**src/rtl/a_seq_arbiter.sv**
```systemverilog
// a_seq_arbiter: round-robin arbiter and sequencer that walks the A/K1/K2
// control FSM through START, STOP and CLEAR for one requester at a time,
// confirms K2, returns the FSM to IDLE and reports done or error.
module a_seq_arbiter #(
   parameter int CNT_W   = 8,
   parameter int TIMEOUT = 64
) (
   input  logic             clk_i,
   input  logic             rst_n,
   input  logic [1:0]       req_i,
   input  logic [CNT_W-1:0] t_start_i,
   input  logic [CNT_W-1:0] t_stop_i,
   input  logic [CNT_W-1:0] t_clear_i,
   input  logic             k2_i,
   output logic             A_o,
   output logic [1:0]       gnt_o,
   output logic             busy_o,
   output logic             done_o,
   output logic             err_o
);

   typedef enum logic [2:0] {
      S_IDLE,
      S_PH1,
      S_PH2,
      S_PH3,
      S_CHK,
      S_REL,
      S_FIN
   } state_e;

   localparam logic [CNT_W-1:0] TIMEOUT_LOAD = CNT_W'(TIMEOUT);
   localparam logic [CNT_W-1:0] CNT_ONE      = CNT_W'(1);

   state_e           state_q, state_d;
   logic [CNT_W-1:0] cnt_q, cnt_d;
   logic [CNT_W-1:0] t_stop_q, t_stop_d;
   logic [CNT_W-1:0] t_clear_q, t_clear_d;
   logic             owner_q, owner_d;
   logic             last_q, last_d;
   logic             sticky_q, sticky_d;
   logic             ok_q, ok_d;
   logic             a_q, a_d;
   logic [1:0]       gnt_q, gnt_d;
   logic             busy_q, busy_d;
   logic             done_q, done_d;
   logic             err_q, err_d;
   logic             winner;

   // A zero phase length is treated as a single cycle so no phase can wrap.
   function automatic logic [CNT_W-1:0] fixLen(input logic [CNT_W-1:0] t);
      return (t == '0) ? CNT_ONE : t;
   endfunction

   // State register plus all registered outputs; last_q resets to requester 1
   // so requester 0 is favoured first.
   always_ff @(posedge clk_i or negedge rst_n) begin
      if (!rst_n) begin
         state_q   <= S_IDLE;
         cnt_q     <= '0;
         t_stop_q  <= '0;
         t_clear_q <= '0;
         owner_q   <= 1'b0;
         last_q    <= 1'b1;
         sticky_q  <= 1'b0;
         ok_q      <= 1'b0;
         a_q       <= 1'b0;
         gnt_q     <= 2'b00;
         busy_q    <= 1'b0;
         done_q    <= 1'b0;
         err_q     <= 1'b0;
      end else begin
         state_q   <= state_d;
         cnt_q     <= cnt_d;
         t_stop_q  <= t_stop_d;
         t_clear_q <= t_clear_d;
         owner_q   <= owner_d;
         last_q    <= last_d;
         sticky_q  <= sticky_d;
         ok_q      <= ok_d;
         a_q       <= a_d;
         gnt_q     <= gnt_d;
         busy_q    <= busy_d;
         done_q    <= done_d;
         err_q     <= err_d;
      end
   end

   // Next-state logic: arbitration in IDLE, phase countdowns, K2 check with timeout.
   always_comb begin
      state_d   = state_q;
      cnt_d     = cnt_q;
      t_stop_d  = t_stop_q;
      t_clear_d = t_clear_q;
      owner_d   = owner_q;
      last_d    = last_q;
      sticky_d  = sticky_q;
      ok_d      = ok_q;
      winner    = (req_i == 2'b11) ? ~last_q : req_i[1];
      unique case (state_q)
         S_IDLE: begin
            if (req_i != 2'b00) begin
               owner_d   = winner;
               cnt_d     = fixLen(t_start_i);
               t_stop_d  = fixLen(t_stop_i);
               t_clear_d = fixLen(t_clear_i);
               sticky_d  = 1'b0;
               ok_d      = 1'b0;
               state_d   = S_PH1;
            end
         end
         S_PH1: begin
            if (cnt_q == CNT_ONE) begin
               cnt_d   = t_stop_q;
               state_d = S_PH2;
            end else begin
               cnt_d = cnt_q - CNT_ONE;
            end
         end
         S_PH2: begin
            if (cnt_q == CNT_ONE) begin
               cnt_d   = t_clear_q;
               state_d = S_PH3;
            end else begin
               cnt_d = cnt_q - CNT_ONE;
            end
         end
         S_PH3: begin
            if (k2_i) begin
               sticky_d = 1'b1;
            end
            if (cnt_q == CNT_ONE) begin
               cnt_d   = TIMEOUT_LOAD;
               state_d = S_CHK;
            end else begin
               cnt_d = cnt_q - CNT_ONE;
            end
         end
         S_CHK: begin
            if (k2_i || sticky_q) begin
               ok_d    = 1'b1;
               state_d = S_REL;
            end else if (cnt_q == CNT_ONE) begin
               ok_d    = 1'b0;
               state_d = S_REL;
            end else begin
               cnt_d = cnt_q - CNT_ONE;
            end
         end
         S_REL: begin
            state_d = S_FIN;
         end
         S_FIN: begin
            last_d   = owner_q;
            sticky_d = 1'b0;
            state_d  = S_IDLE;
         end
         default: begin
            state_d = S_IDLE;
         end
      endcase
   end

   // Output decode from the next state so every output is a flop aligned with its state.
   always_comb begin
      a_d    = (state_d == S_PH1) || (state_d == S_PH3) || (state_d == S_CHK);
      busy_d = (state_d != S_IDLE);
      gnt_d  = 2'b00;
      if (state_d != S_IDLE) begin
         gnt_d = owner_d ? 2'b10 : 2'b01;
      end
      done_d = (state_d == S_FIN) && ok_d;
      err_d  = (state_d == S_FIN) && !ok_d;
   end

   assign A_o    = a_q;
   assign gnt_o  = gnt_q;
   assign busy_o = busy_q;
   assign done_o = done_q;
   assign err_o  = err_q;

endmodule
```
**config.mk**
```make
export PLATFORM = sky130hd
export DESIGN_NAME = a_seq_arbiter
export DESIGN_NICKNAME = d
export VERILOG_FILES = /design/src/rtl/a_seq_arbiter.sv
export SDC_FILE = /design/constraint.sdc
export NUM_CORES = 1
export LEC_CHECK = 0
export CORE_AREA = 2 2 71 73
export CTS_BUF_LIST = sky130_fd_sc_hd__clkbuf_16
export DETAILED_ROUTE_END_ITERATION = 16
export DIE_AREA = 0 0 73 75
export PLACE_DENSITY = 0.69
export SLEW_MARGIN = 20
export SYNTH_ARGS = -nofsm -noshare
export SYNTH_HDL_FRONTEND = slang
export SYNTH_SLANG_ARGS = --single-unit
```
**constraint.sdc**
```tcl
create_clock -name clk_i -period 2.6 [get_ports clk_i]
set_input_delay 0.52 -clock clk_i [delete_from_list [all_inputs] [get_ports clk_i]]
set_output_delay 0.52 -clock clk_i [all_outputs]
set_load 0.02 [all_outputs]
```
## After elaboration in Yosys (flattened, before gate mapping)

Cells that the tools add are included.

- Register bits: 37
- Latch bits: 0
- Bits in writable memories: 0
- Bits in read-only memories: 0
- Word-level logic and storage cells: 77
- Memories kept: 0

- $add $sub $neg: 1
- Multipliers: 0
- Divide/modulo/power cells: 0
- $lt $le $gt $ge: 0
- Eq/ne operators: 16
- Shift-type cells: 0
- Muxes and demuxes: 29
- Bitwise logic cells: 1
- Reduce and logical (&&, ||, !) cells: 17

Operators by type and width:

| operator | count |
|---|---|
| $mux W8 | 9 |
| $pmux W8 S5 | 1 |
| $logic_not A8 Y1 | 3 |
| $mux W3 | 6 |
| $pmux W3 S6 | 1 |
| $eq A3 B3 Y1 const B | 5 |
| $eq A3 B2 Y1 const B | 3 |
| $eq A8 B1 Y1 const B | 1 |
| $mux W1 | 8 |
| $ne A2 B2 Y1 const B | 4 |
| $sub A8 B1 Y8 const B | 1 |
| $eq A3 B1 Y1 const B | 2 |
| $reduce_bool A3 Y1 | 2 |
| $reduce_bool A5 Y1 | 1 |
| $mux W2 | 2 |
| $reduce_and A4 Y1 | 1 |
| $logic_not A3 Y1 | 1 |
| $logic_or A1 B1 Y1 | 3 |
| $pmux W1 S3 | 1 |
| $reduce_and A3 Y1 | 1 |
| $eq A2 B2 Y1 const B | 1 |
| $logic_and A1 B1 Y1 | 2 |
| $pmux W1 S2 | 1 |
| $reduce_and A2 Y1 | 1 |
| 3 further kinds | 3 |

## Depth between registers and ports, before layout

- Depth after elaboration: 7
- Gate-level depth with buffers: 7
- Depth with buffers taken out: 7

## Worst setup path before layout

Ideal clock, no wire load.

- Kind: register to register
- Start: register cnt_q[2]
- End: register cnt_q[0]
- Library setup time: 0.064 ns
- Arrival time: 2.174 ns
- Slack: 0.362 ns
- Cell stages (with the launch flop): 7
- Clock period less this slack: 2.238 ns
- Cells stage by stage: dfrtp_1 or4_4 or4b_4 buf_6 and3_1 a2111oi_2 a21o_1

- Word-level cells in the longest chain between the ends: 3

RTL lines:

| what | line | text |
|---|---|---|
| from (decl) | 36 | `logic [CNT_W-1:0] cnt_q, cnt_d;` |
| from (signal assigned) | 74 | `cnt_q <= cnt_d;` |
| $eq A8 B1 Y1 (*) | n/a |  |
| $mux W8, or another cell as far along | 132 | `if (cnt_q == CNT_ONE) begin` |
| $pmux W8 S5 or $reduce_and A4 Y1 (tied branches) | n/a |  |

Every way passes the cells marked *; elsewhere a longest branch is shown, timed or not.
A chain may end at the register's enable or synchronous reset.

## Worst setup path in the final report

- Start: register cnt_q[2]
- End: register cnt_q[4]

- Word-level cells in the longest chain between the ends: 4

RTL lines:

| what | line | text |
|---|---|---|
| $sub A8 B1 Y8 | n/a |  |
| $mux W8 | 143 | `end else if (cnt_q == CNT_ONE) begin` |
| $mux W8 | 140 | `if (k2_i \|\| sticky_q) begin` |
| $pmux W8 S5 | 100 | `unique case (state_q)` |

Parallel ways exist; a longest one is shown, timed or not. The select of a mux whose other input is x is not followed.

==> qor.yml <==
grt_usage_pct: 18.33
power.leakage_nw: 1.073
maxCapViolations: 0
synth_top_cell_by_area: "dfrtp_1"
routedWlPerCell_um: 14.65
cts_buffers: 5
critPathRequiredTime_ns: 2.78
holdCritPathClass: "reg -> reg"
grt_max_degree: 38
syn_area_per_cell_um2: 8.998
cts_sinks: 37
drive_above_1_share_pct: 9.266
outcome: "complete, no violations"
post-route-min-period_ns: 2.391
crit_path_start_kind: "flop"
die_h_um: 75
yosysMostFrequentCell: "nand2_1"
die_w_um: 73
antenna_cells: 0
ys_async_sr_fraction_pct: 100.0
yosysWarnings: 0
p_comb_share_pct: 39.5
worstPathMaxFanout: 16
clkPwrFrac_pct: 21.2
io_buffer_count: 34
synth_edf_count: 0
synth_nets: 256
final.setup.tns_ns: 0
fin_util_pct: 55.03
gp_congestion: 0.8058
h-tree-depth: 2
dp_hpwl_mm: 3.270
cts_root_buf: "clkbuf_16"
first_pass_iters: 4
synth-main-ff-cell: "dfrtp_1"
io_pins: 35
synth_seq_cells: 37
post-cts-setup-buffers: 0
synthTopCellsByArea: "dfrtp_1, nand2_1, o21ai_0, a21oi_1, nor2_1"
crit_path_end_kind: "flop"
swShare_pct: 37.02
postCtsResizedCells: 0
wirelength_mm: 4.587
grt_pass1_vias: 1604
vdd_drop_max_uv: 434.6
arrival_ns: 2.57
grt_pass1_wl_mm: 7.555
switchingPower_uw: 980.9
antenna_found_initial: 0
layout.nets: 290
tritoncts: "yes"
clk_pin_slew_worst_paths_ns: 0.06
intPower_mw: 1.669
synthTopCellsByCount: "nand2_1, dfrtp_1, nor2_1, o21ai_0, a21oi_1"
fin_worst_skew_ns: 0.005520
synth_area_um2: 2024
clockBufferDepth: 2
vias: 1733
worst_slew_pin_slew_ns: 0.7446
syn_inst: 225
clock.fmax_mhz: 418.3
yosysSeqAreaShare_pct: 45.80
overflow: 0
finalSetupViolCount: 0
p_per_area_nw_per_um2: 1033
row_count: 25
critical_path_class: "reg -> reg"
via_per_inst: 5.537
core_um2: 4661
synth_top_cell_area_share_pct: 44.50
timing.slew.headroom_pct: 50.00
hold_violations: 0
seq_power_share_pct: 39.3
die_area_um2: 5475
maxSlewViolCount: 0
clock_latency_ns: 0.28
syn2layout_area_growth_pct: 26.70
postRouteAntennaNets: 0
synth_cell_type_count: 51
hold_buffers: 0
fin_crit_sh_pct: 91.96
rsz0062_at_grt: "no"
drt_iter0_drc: 131
drc: 0
initial_core_util_pct: 43.44
## power by group through the flow
stage / combinational, mW / sequential [mW] / clock, mW
after floorplan: 0.753 / 0.998 / 0
after global placement: 1.02 / 1.04 / 0
after detailed placement: 1.04 / 1.05 / 0
after CTS: 1.05 / 1.04 / 0.573
after global routing: 1.17 / 1.08 / 0.590
final: 1.05 / 1.04 / 0.563
## placed cells by master (no fill, tap or decap), types with 2 or more instances in the layout
cell type	count
nor4_1	4
dfrtp_1	36
o21ai_0	12
a211oi_1	2
xnor2_1	2
o41ai_1	2
a21o_1	5
nor3_1	6
clkbuf_16	5
clkdlybuf4s50_1	34
nor2_1	13
o32ai_1	2
buf_4	5
o31ai_1	4
nand2_1	51
o21bai_1	2
a22o_1	3
mux2i_1	2
or3_1	3
and3_1	2
mux2_2	2
inv_1	9
ha_1	2
or4_1	2
xor2_1	2
nor2b_1	7
o221ai_1	2
a221o_1	2
o22ai_1	2
a21oi_1	11
## layout make-up
class | instances | area, µm²
timing repair buffer | 40 | 397.9
sequential | 37 | 927.1
fill | 427 | 2096
tap | 54 | 67.56
multi-input combinational | 167 | 1010
clock buffer | 5 | 125.1
clock inverter | 2 | 7.507
inverter | 8 | 30.03
## flip-flops by register name, indices dropped and copies added, names as in the netlist
register	count
state_q	3
done_o	1
t_clear_q	8
ok_q	1
last_q	1
t_stop_q	8
owner_q	1
gnt_o	2
err_o	1
cnt_q	8
A_o	1
sticky_q	1
busy_o	1
## path summary, 6_finish.rpt
path | from | depth (start not counted) | slack (ns) | end
hold reg to reg | ok_q$_DFF_PN0_ | 1 | 0.47 | err_o$_DFF_PN0_
max in group asynchronous | rst_n | 2 | 1.57 | last_q$_DFFE_PN1N_
hold / removal | ok_q$_DFF_PN0_ | 1 | 0.47 | err_o$_DFF_PN0_
min in group asynchronous | rst_n | 2 | 0.65 | t_clear_q[5]$_DFFE_PN0P_
setup reg to reg | cnt_q[2]$_DFFE_PN0P_ | 6 | 0.21 | cnt_q[4]$_DFFE_PN0P_
setup / recovery | cnt_q[2]$_DFFE_PN0P_ | 6 | 0.21 | cnt_q[4]$_DFFE_PN0P_
## layer usage
| metal | global-route usage [%] | up-vias | share of wire (%) |
|---|---|---|---|
| li1 | - | 867 | - |
| met1 | 24.19 | 804 | 46 |
| met2 | 30.03 | 55 | 48 |
| met3 | 4.016 | 7 | 4.9 |
| met4 | 6.173 | 0 | 1.3 |
| met5 | 0 | - | 0 |
## through the flow
| step | area, µm² | std cells | setup slack, ns | power [mW] | hold slack [ns] |
|---|---|---|---|---|---|
| 2_1_floorplan | 2024 | 225 | 0.3621 | 1.751 | 0.2244 |
| 3_3_place_gp | 2430 | 306 | 0.2426 | 2.057 | 0.4480 |
| 3_5_place_dp | 2430 | 306 | 0.2042 | 2.088 | 0.4561 |
| 4_1_cts | 2562 | 313 | 0.2109 | 2.661 | 0.4632 |
| 5_1_grt | 2565 | 313 | 0.1025 | 2.842 | 0.4823 |
| 6_report | 2565 | 313 | 0.2091 | 2.650 | 0.4654 |
## cell families after synthesis
kind of cell | count (synthesis) | share of synthesized area, %
AO/OA/AOI/OAI | 59 | 20.95
buffers and inverters | 21 | 4.450
flip-flops | 37 | 45.80
adder cells (fa/ha/maj) | 2 | 1.236
multiplexers | 4 | 2.101
AND/OR/NAND/NOR | 98 | 23.73
XOR/XNOR | 4 | 1.731
## worst max-delay path, stage by stage, from the launching register on
cell,delay (ns)
dfrtp_1,0.43
or4_4,0.60
or4b_4,0.60
a41oi_2,0.26
buf_12,0.17
a211oi_1,0.05
a21o_1,0.16
Power figures use the tool's default switching activity.
